==> src/rtl/fetch_pkg.sv <==
// Shared types and defaults for the instruction fetch unit.
package fetch_pkg;

   typedef enum logic [1:0] {
      F_REQ   = 2'd0,
      F_HOLD  = 2'd1,
      F_DRAIN = 2'd2,
      F_ERROR = 2'd3
   } fetch_state_t;

   localparam logic [31:0] NOP                  = 32'h0000_0000;
   localparam logic [31:0] DEFAULT_RESET_PC     = 32'h0000_0000;
   localparam int          DEFAULT_IMEM_TIMEOUT = 16;

   // One parked fetch result: the address+4 and the instruction word.
   typedef struct packed {
      logic [31:0] pc_plus4;
      logic [31:0] instr;
   } hold_entry_t;

endpackage

==> src/rtl/fetch_hold_buf.sv <==
// One-entry buffer that parks a fetched word while the IF/ID register stalls.
module fetch_hold_buf
   import fetch_pkg::*;
(
   input  logic        clk,
   input  logic        reset,
   input  logic        load,
   input  logic        clear,
   input  hold_entry_t wdata,
   output hold_entry_t rdata
);

   hold_entry_t entry_reg;

   // Capture on load; clear wipes the entry so stale words never leak out.
   always_ff @(posedge clk) begin
      if (reset || clear) begin
         entry_reg <= '0;
      end else if (load) begin
         entry_reg <= wdata;
      end
   end

   assign rdata = entry_reg;

endmodule

==> src/rtl/fetch_unit.sv <==
// Instruction fetch unit: PC sequencing, stall hold buffer, redirect drain,
// memory-timeout error trap.
module fetch_unit
   import fetch_pkg::*;
#(
   parameter logic [31:0] RESET_PC     = DEFAULT_RESET_PC,
   parameter int          IMEM_TIMEOUT = DEFAULT_IMEM_TIMEOUT
) (
   input  logic        clk,
   input  logic        reset,
   input  logic        stall,
   input  logic        redirect_valid,
   input  logic [31:0] redirect_pc,
   output logic        imem_req,
   output logic [31:0] imem_addr,
   input  logic        imem_ready,
   input  logic [31:0] imem_rdata,
   output logic [31:0] pc_plus4_out,
   output logic [31:0] instr_out,
   output logic        fetch_valid,
   output logic [1:0]  fetch_state,
   output logic [31:0] fetch_count,
   output logic [31:0] redirect_count
);

   localparam int                WAIT_W    = $clog2(IMEM_TIMEOUT + 1);
   localparam logic [WAIT_W-1:0] WAIT_LAST = WAIT_W'(IMEM_TIMEOUT - 1);

   fetch_state_t      state_reg;
   logic [31:0]       pc_reg;
   logic [31:0]       target_reg;
   logic [WAIT_W-1:0] wait_reg;
   logic [31:0]       pc_plus4_calc;
   logic              hold_load;
   logic              hold_clear;
   hold_entry_t       hold_wdata;
   hold_entry_t       hold_rdata;

   assign pc_plus4_calc = pc_reg + 32'd4;
   assign imem_req      = (state_reg == F_REQ) || (state_reg == F_DRAIN);
   assign imem_addr     = pc_reg;
   assign fetch_state   = state_reg;
   assign hold_wdata    = {pc_plus4_calc, imem_rdata};

   // Park the response when it arrives under stall; drop it once consumed or redirected.
   always_comb begin
      hold_load  = (state_reg == F_REQ) && imem_ready && stall && !redirect_valid;
      hold_clear = (state_reg == F_HOLD) && (redirect_valid || !stall);
   end

   fetch_hold_buf u_hold_buf (
      .clk   (clk),
      .reset (reset),
      .load  (hold_load),
      .clear (hold_clear),
      .wdata (hold_wdata),
      .rdata (hold_rdata)
   );

   // Fetch FSM with registered presentation outputs and counters.
   always_ff @(posedge clk) begin
      if (reset) begin
         state_reg      <= F_REQ;
         pc_reg         <= RESET_PC;
         target_reg     <= RESET_PC;
         wait_reg       <= '0;
         pc_plus4_out   <= 32'h0;
         instr_out      <= NOP;
         fetch_valid    <= 1'b0;
         fetch_count    <= 32'h0;
         redirect_count <= 32'h0;
      end else if (state_reg == F_ERROR) begin
         // Sticky trap: present a bubble, ignore everything until reset.
         instr_out   <= NOP;
         fetch_valid <= 1'b0;
      end else if (redirect_valid) begin
         // Redirect wins over stall and kills whatever is in flight.
         redirect_count <= redirect_count + 32'd1;
         wait_reg       <= '0;
         instr_out      <= NOP;
         fetch_valid    <= 1'b0;
         if (redirect_pc[1:0] != 2'b00) begin
            state_reg <= F_ERROR;
         end else if (state_reg == F_HOLD || imem_ready) begin
            pc_reg    <= redirect_pc;
            state_reg <= F_REQ;
         end else begin
            // Request still outstanding: keep the address stable, drain it later.
            target_reg <= redirect_pc;
            state_reg  <= F_DRAIN;
         end
      end else begin
         case (state_reg)
            F_REQ: begin
               if (imem_ready) begin
                  wait_reg    <= '0;
                  pc_reg      <= pc_plus4_calc;
                  fetch_count <= fetch_count + 32'd1;
                  if (stall) begin
                     state_reg <= F_HOLD;
                  end else begin
                     pc_plus4_out <= pc_plus4_calc;
                     instr_out    <= imem_rdata;
                     fetch_valid  <= 1'b1;
                  end
               end else begin
                  if (wait_reg == WAIT_LAST) state_reg <= F_ERROR;
                  wait_reg <= wait_reg + WAIT_W'(1);
                  if (!stall) begin
                     instr_out   <= NOP;
                     fetch_valid <= 1'b0;
                  end
               end
            end
            F_HOLD: begin
               if (!stall) begin
                  pc_plus4_out <= hold_rdata.pc_plus4;
                  instr_out    <= hold_rdata.instr;
                  fetch_valid  <= 1'b1;
                  state_reg    <= F_REQ;
               end
            end
            F_DRAIN: begin
               if (imem_ready) begin
                  wait_reg  <= '0;
                  pc_reg    <= target_reg;
                  state_reg <= F_REQ;
               end else begin
                  if (wait_reg == WAIT_LAST) state_reg <= F_ERROR;
                  wait_reg <= wait_reg + WAIT_W'(1);
               end
               if (!stall) begin
                  instr_out   <= NOP;
                  fetch_valid <= 1'b0;
               end
            end
            default: begin
            end
         endcase
      end
   end

endmodule

==> config.mk <==
export PLATFORM = sky130hd
export DESIGN_NAME = fetch_unit
export DESIGN_NICKNAME = d
export VERILOG_FILES = /design/src/rtl/fetch_pkg.sv /design/src/rtl/fetch_hold_buf.sv /design/src/rtl/fetch_unit.sv
export SDC_FILE = /design/constraint.sdc
export NUM_CORES = 1
export LEC_CHECK = 0
export BUFFER_PORTS_ARGS = -buffer_cell sky130_fd_sc_hd__buf_2
export CAP_MARGIN = 15
export CELL_PAD_IN_SITES_DETAIL_PLACEMENT = 1
export CELL_PAD_IN_SITES_GLOBAL_PLACEMENT = 1
export CORE_ASPECT_RATIO = 0.8
export CORE_MARGIN = 4
export CORE_UTILIZATION = 35
export CTS_CLUSTER_DIAMETER = 80
export DETAILED_ROUTE_END_ITERATION = 8
export PLACE_DENSITY = 0.76
export SLEW_MARGIN = 20
export SYNTH_ARGS = -nofsm -noshare
export SYNTH_HDL_FRONTEND = slang
export SYNTH_HIERARCHICAL = 1
export SYNTH_SLANG_ARGS = --single-unit
export TNS_END_PERCENT = 50
==> constraint.sdc <==
create_clock -name clk -period 6 [get_ports clk]
set_clock_uncertainty 0.05 [all_clocks]
set_input_delay 1.5 -clock clk [delete_from_list [all_inputs] [get_ports clk]]
set_output_delay 1.5 -clock clk [all_outputs]
set_load 0.01 [all_outputs]
# ---- Word-level counts from Yosys, hierarchy flattened
# Index checks and enable logic that the tools add are counted.
dict set report totals {
  input_bits 69
  output_inout_bits 164
  ff_bits 264
  wordCells 91
}
dict set report classes {
  n_addsub 4
  mux 31
  eq_ne 14
  reduce_logical 27
  n_bitwise 4
}
# cell count
set op_table {}
lappend op_table {{2-to-1 mux 32 bit} 12}
lappend op_table {{one-hot mux 32 bit (2 select lines)} 2}
lappend op_table {{one-hot mux 32 bit (3 select lines)} 1}
lappend op_table {{adder 32 x 1 -> 32 bit, second input constant} 2}
lappend op_table {{adder 32 x 3 -> 32 bit, second input constant} 1}
lappend op_table {{2-to-1 mux 2 bit} 8}
lappend op_table {{2-to-1 mux 5 bit} 3}
lappend op_table {{!= test 3 bit, second input constant} 4}
lappend op_table {{AND reduction 4 bit} 3}
lappend op_table {{AND reduction 6 bit} 2}
lappend op_table {{!= test 2 bit, second input constant} 4}
lappend op_table {{one-hot mux 2 bit (3 select lines)} 1}
lappend op_table {{nonzero test 2 bit} 3}
lappend op_table {{nonzero test 3 bit} 2}
lappend op_table {{adder 5 x 1 -> 5 bit, second input constant} 1}
lappend op_table {{== test 5 x 4 -> 1 bit, second input constant} 1}
lappend op_table {{== test 2 bit, second input constant} 2}
lappend op_table {{logical AND 1 bit} 4}
lappend op_table {{logical OR 1 bit} 4}
lappend op_table {{!= test 4 bit, second input constant} 1}
lappend op_table {{NOT 1 bit} 4}
lappend op_table {{AND reduction 2 bit} 2}
lappend op_table {{nonzero test 4 bit} 1}
lappend op_table {{2-to-1 mux 1 bit} 3}
lappend op_table {{8 further kinds} 9}

# ---- Longest topological paths before layout
dict set report depth {
  word_depth 5
  mapped_depth 11
  mapped_depth_nobuf 7
}

# ---- Cells and area by module
# The synthesis kept the hierarchy.
# mod cells_per_inst instances seq_area_each_um2 area_each_um2
set by_module_without_submodules {}
lappend by_module_without_submodules {fetch_unit 1296 1 4003.8 10030.9}
lappend by_module_without_submodules {fetch_hold_buf 207 1 1281.2 2348.5}

# ---- Worst setup path after synthesis
# OpenSTA, ideal clock, no wires.
dict set report synth_timing {
  kind {input to register}
  startpoint {input redirect_valid}
  endpoint {register u_hold_buf.entry_reg, in the netlist u_hold_buf/rdata[49]}
  required_ns 5.836
  path_buffers 6
  path_stages 11
  arrival_time_ns 3.290
  setup_slack_ns 2.545
  setup_ns 0.114
  cell_sequence {clkbuf_1 inv_1 clkbuf_1 clkbuf_1 buf_1 nand2_1 nor2_1 buf_6 buf_8 mux2i_1 nor2_1}
}
dict set report synth_via {
  word_cells_on_any_way 5
  classes_between {reduce/logical (5)}
}
# element line_no
set synth_rtl {}
lappend synth_rtl {{start, declared} fetch_unit.sv:12} ;# input logic redirect_valid,
lappend synth_rtl {{zero test 1 bit} fetch_unit.sv:47} ;# hold_load = (state_reg == F_REQ) && imem_ready && stall && !redirect_valid;
lappend synth_rtl {{logical AND 1 bit} fetch_unit.sv:47}
lappend synth_rtl {{named net hold_load} fetch_unit.sv:34} ;# logic hold_load;
lappend synth_rtl {{end signal, assigned} fetch_hold_buf.sv:20} ;# entry_reg <= wdata;
lappend synth_rtl {{end, declared} fetch_hold_buf.sv:13} ;# hold_entry_t entry_reg;
# The timed path passes the listed nets, and every way through them passes these cells.
# A chain may end at the register's enable or synchronous reset.

# ---- Worst setup path in the final report
dict set report layout_timing {
  startpoint {register state_reg[0] (netlist: fetch_state[0])}
  endpoint {output imem_req}
}
dict set report layout_via {
  elab_chain_len 2
  word_cells_on_any_way 3
  classes_between {eq/ne (1); reduce/logical (2)}
}
# element line_no
set layout_rtl {}
lappend layout_rtl {{start, declared} fetch_unit.sv:29} ;# fetch_state_t state_reg;
lappend layout_rtl {{start signal, assigned} fetch_unit.sv:63} ;# state_reg <= F_REQ;
lappend layout_rtl {{start signal, assigned} fetch_unit.sv:83} ;# state_reg <= F_ERROR;
lappend layout_rtl {{start signal, assigned} fetch_unit.sv:86} ;# state_reg <= F_REQ;
lappend layout_rtl {{== test 2 bit or zero test 2 bit (tied branches)} fetch_unit.sv:40} ;# assign imem_req = (state_reg == F_REQ) || (state_reg == F_DRAIN);
lappend layout_rtl {{logical OR 1 bit (*)} fetch_unit.sv:40}
lappend layout_rtl {{end, declared} fetch_unit.sv:14} ;# output logic imem_req,
# Mark *: on every way between the ends. The rest lies on a longest branch, timed or not.

==> reports/summary.txt <==
status: complete, no violations
Pwr Density: 292 nW/um2
Crit path largest cell delay: 0.45 ns
top cells by count, synth: 264 x dfxtp_1, 241 x nor2_1, 168 x nand2_1
mean cell area of the mapped netlist: 8.24 um2
warnings from Yosys: 6
later-pin clock latency in the skew report: 0.56 ns
core box area: 34,800 um2
Layout area overhead: 18.6%
I/O Pins: 233
critical path arrival: 2.11 ns
hold bufs inserted after CTS: 0
final wirelength: 42.2 mm
Leakage: 5.72 nW
crit-path cells: inv_1, ha_1, buf_4, or2_2, buf_2
vias in the first global route: 11,699
layout cells sized above 1: 0.196
antenna violations before repair: 7
Final setup viols: 0
Die Area: 38,500 um2
Hold Crit Class: reg -> reg
Worst EP required: 4.45 ns
net count after synthesis: 1,581
CTS Buf Count: 29
drt first pass iters: 5
Worst Setup End Kind: primary output
max-cap violation count: 0
Slew Viols, Final: 0
minimum clock period: 3.66 ns
Hold Crit Endpoint: pc_plus4_out[14]
final core utilization: 0.422
max FFs per register: 64
async set-or-reset flop fraction in the synthesized netlist: 0
Clock Sinks: 264
hold path depth: 2
FF-to-FF Start: fetch_state[1]
Synth area leader: dfxtp_1
Mapped Cells: 1,503
CP delay by family, top: buffers and inverters
Die Y: 176 um
WP buf/inv: 3
Root Buffer: clkbuf_16
unrepaired setup endpoints after global routing: false
GPL Wtd Cong: 0.866
synth top area cells: dfxtp_1 43%, nor2_1 7.3%, mux2i_1 6.0%
Die Wd: 218 um
Final Hold Vio Count: 0
Avg Vias per Cell: 5.38
worst IR drop on VDD: 176 uV
crit-path max FO: 46
Max-Slew Margin vs Limit: 0.395
final cell count without fillers: 2,165
Setup TNS Final: 0 ns
FF+latch count, synth: 264
total gr overflow: 0
worst hold start: pc_plus4_out[14]
routed len/inst: 19.5 um
post-synth top area share: 0.427
Core Rows: 61
Buffers on Ports: 232
fin crit share: 0.611
critical path class: reg -> out
FF-to-FF path depth: 8
fmax: 273 MHz
clk buf depth: 3
Post-CTS Resized: 0
H-Tree Depth: 1
CP max stage cell: dfxtp_1
postcts setup bufs: 0
sequential area share after synthesis: 0.427
Final Power: 4.28 mW
Post-layout nets: 1,752
Vias: 11,657
top_reg_cell synth: dfxtp_1
R2R Setup Slk: 2.73 ns
EDFF count, synth: 0
Worst setup SP type: flip-flop
Routed Antenna Nets: 0
DRC viols: 0
register clock-pin slew on the reported worst setup and hold paths: 0.06 ns
Post-DP HPWL: 29.0 mm
All-Layer GR Usage: 0.211
dominant cell by count in the synthesized netlist: dfxtp_1
TritonCTS clock tree: yes
worst slew pin tran: 0.899 ns
library cells used by synthesis: 66
dpl cells: 2,114
Critical R2R Capture: imem_addr[7]
synthesized area: 12,400 um2
initial DRC count: 816
largest net degree at the start of global routing: 73
starting density of the core: 0.356
first-pass GRT wire length: 66.5 mm
-- per-stage QoR --
step | hold WS (ns) | instance area, um2 | worst slack [ns]
after floorplan | 0.381 | 12400 | 2.55
after global placement | 0.387 | 13700 | 1.91
after detailed placement | 0.393 | 13700 | 1.75
after CTS | 0.401 | 14700 | 2.26
after global routing | 0.419 | 14700 | 2.19
final | 0.397 | 14700 | 2.34
-- cells by family after synthesis --
group | synth area share
buf+inv | 0.0552
mux | 0.0607
fa+ha+maj | 0.00910
flops | 0.427
simple gates | 0.240
compound gates | 0.154
xor+xnor | 0.0538
-- worst register-to-register path, delay by kind of cell (launching register included) --
family          cells  cell delay [ns]
fa+ha+maj           1             0.16
compound gates      2             0.98
simple gates        2             0.66
buf+inv             3             0.91
flops               1             0.37
-- power by group --
group / internal, mW / switching [mW]
Clock: 1.03 / 0.749
Sequential: 1.81 / 0.0656
Combinational: 0.205 / 0.423
-- cell usage in the layout, fill, tap and decap left out, types with 4 or more instances in the layout --
cell,n
a211oi_1,11
a21bo_2,9
a21o_1,4
a21oi_1,125
a22oi_1,32
a31oi_1,18
and2_1,4
and3_1,26
and4_1,11
buf_2,231
buf_4,19
clkbuf_1,4
clkbuf_16,29
clkbuf_8,5
clkinv_2,6
dfxtp_1,264
ha_1,8
inv_1,30
mux2i_1,74
nand2_1,168
nand2b_1,16
nand3_1,40
nand3b_1,4
nand4_1,28
nor2_1,239
nor3_1,39
nor4_1,13
nor4_2,4
o211ai_1,14
o21a_1,6
o21ai_0,38
o31a_1,9
o32ai_1,12
or2_2,7
or3_1,9
or4_1,5
xnor2_1,53
xor2_1,23
-- layer usage --
| layer | vias to the layer above | routed length [um] | track usage |
|---|---|---|---|
| met1 | 5774 | 20100 | 0.299 |
| met5 | - | 89 | 0 |
| met3 | 54 | 2200 | 0.0446 |
| met4 | 12 | 726 | 0.0408 |
| li1 | 5567 | - | - |
| met2 | 250 | 19000 | 0.334 |
-- cell type report --
class | count | area (um2)
fill | 4262 | 20100
multi-input combinational | 1096 | 6440
sequential | 264 | 5290
timing repair buffer | 252 | 1320
clock buffer | 38 | 810
tap | 472 | 591
inverter | 31 | 116
clock inverter | 11 | 114
antenna | 1 | 2.50
-- how the worst max path moves through the flow --
| stage | start | to | slack [ns] | cells after the start |
|---|---|---|---|---|
| 6_report | fetch_state[0] | imem_req | 2.34 | 5 |
| 4_1_cts | fetch_state[1] | imem_addr[7] | 2.26 | 7 |
| 3_5_place_dp | imem_ready | imem_addr[7] | 1.75 | 5 |
| 2_1_floorplan | redirect_valid | u_hold_buf/rdata[49] | 2.55 | 11 |
| 3_3_place_gp | imem_ready | imem_addr[12] | 1.91 | 5 |
| 5_1_grt | fetch_state[0] | imem_req | 2.19 | 5 |
No activity file was read; power rests on OpenSTA's default activity.
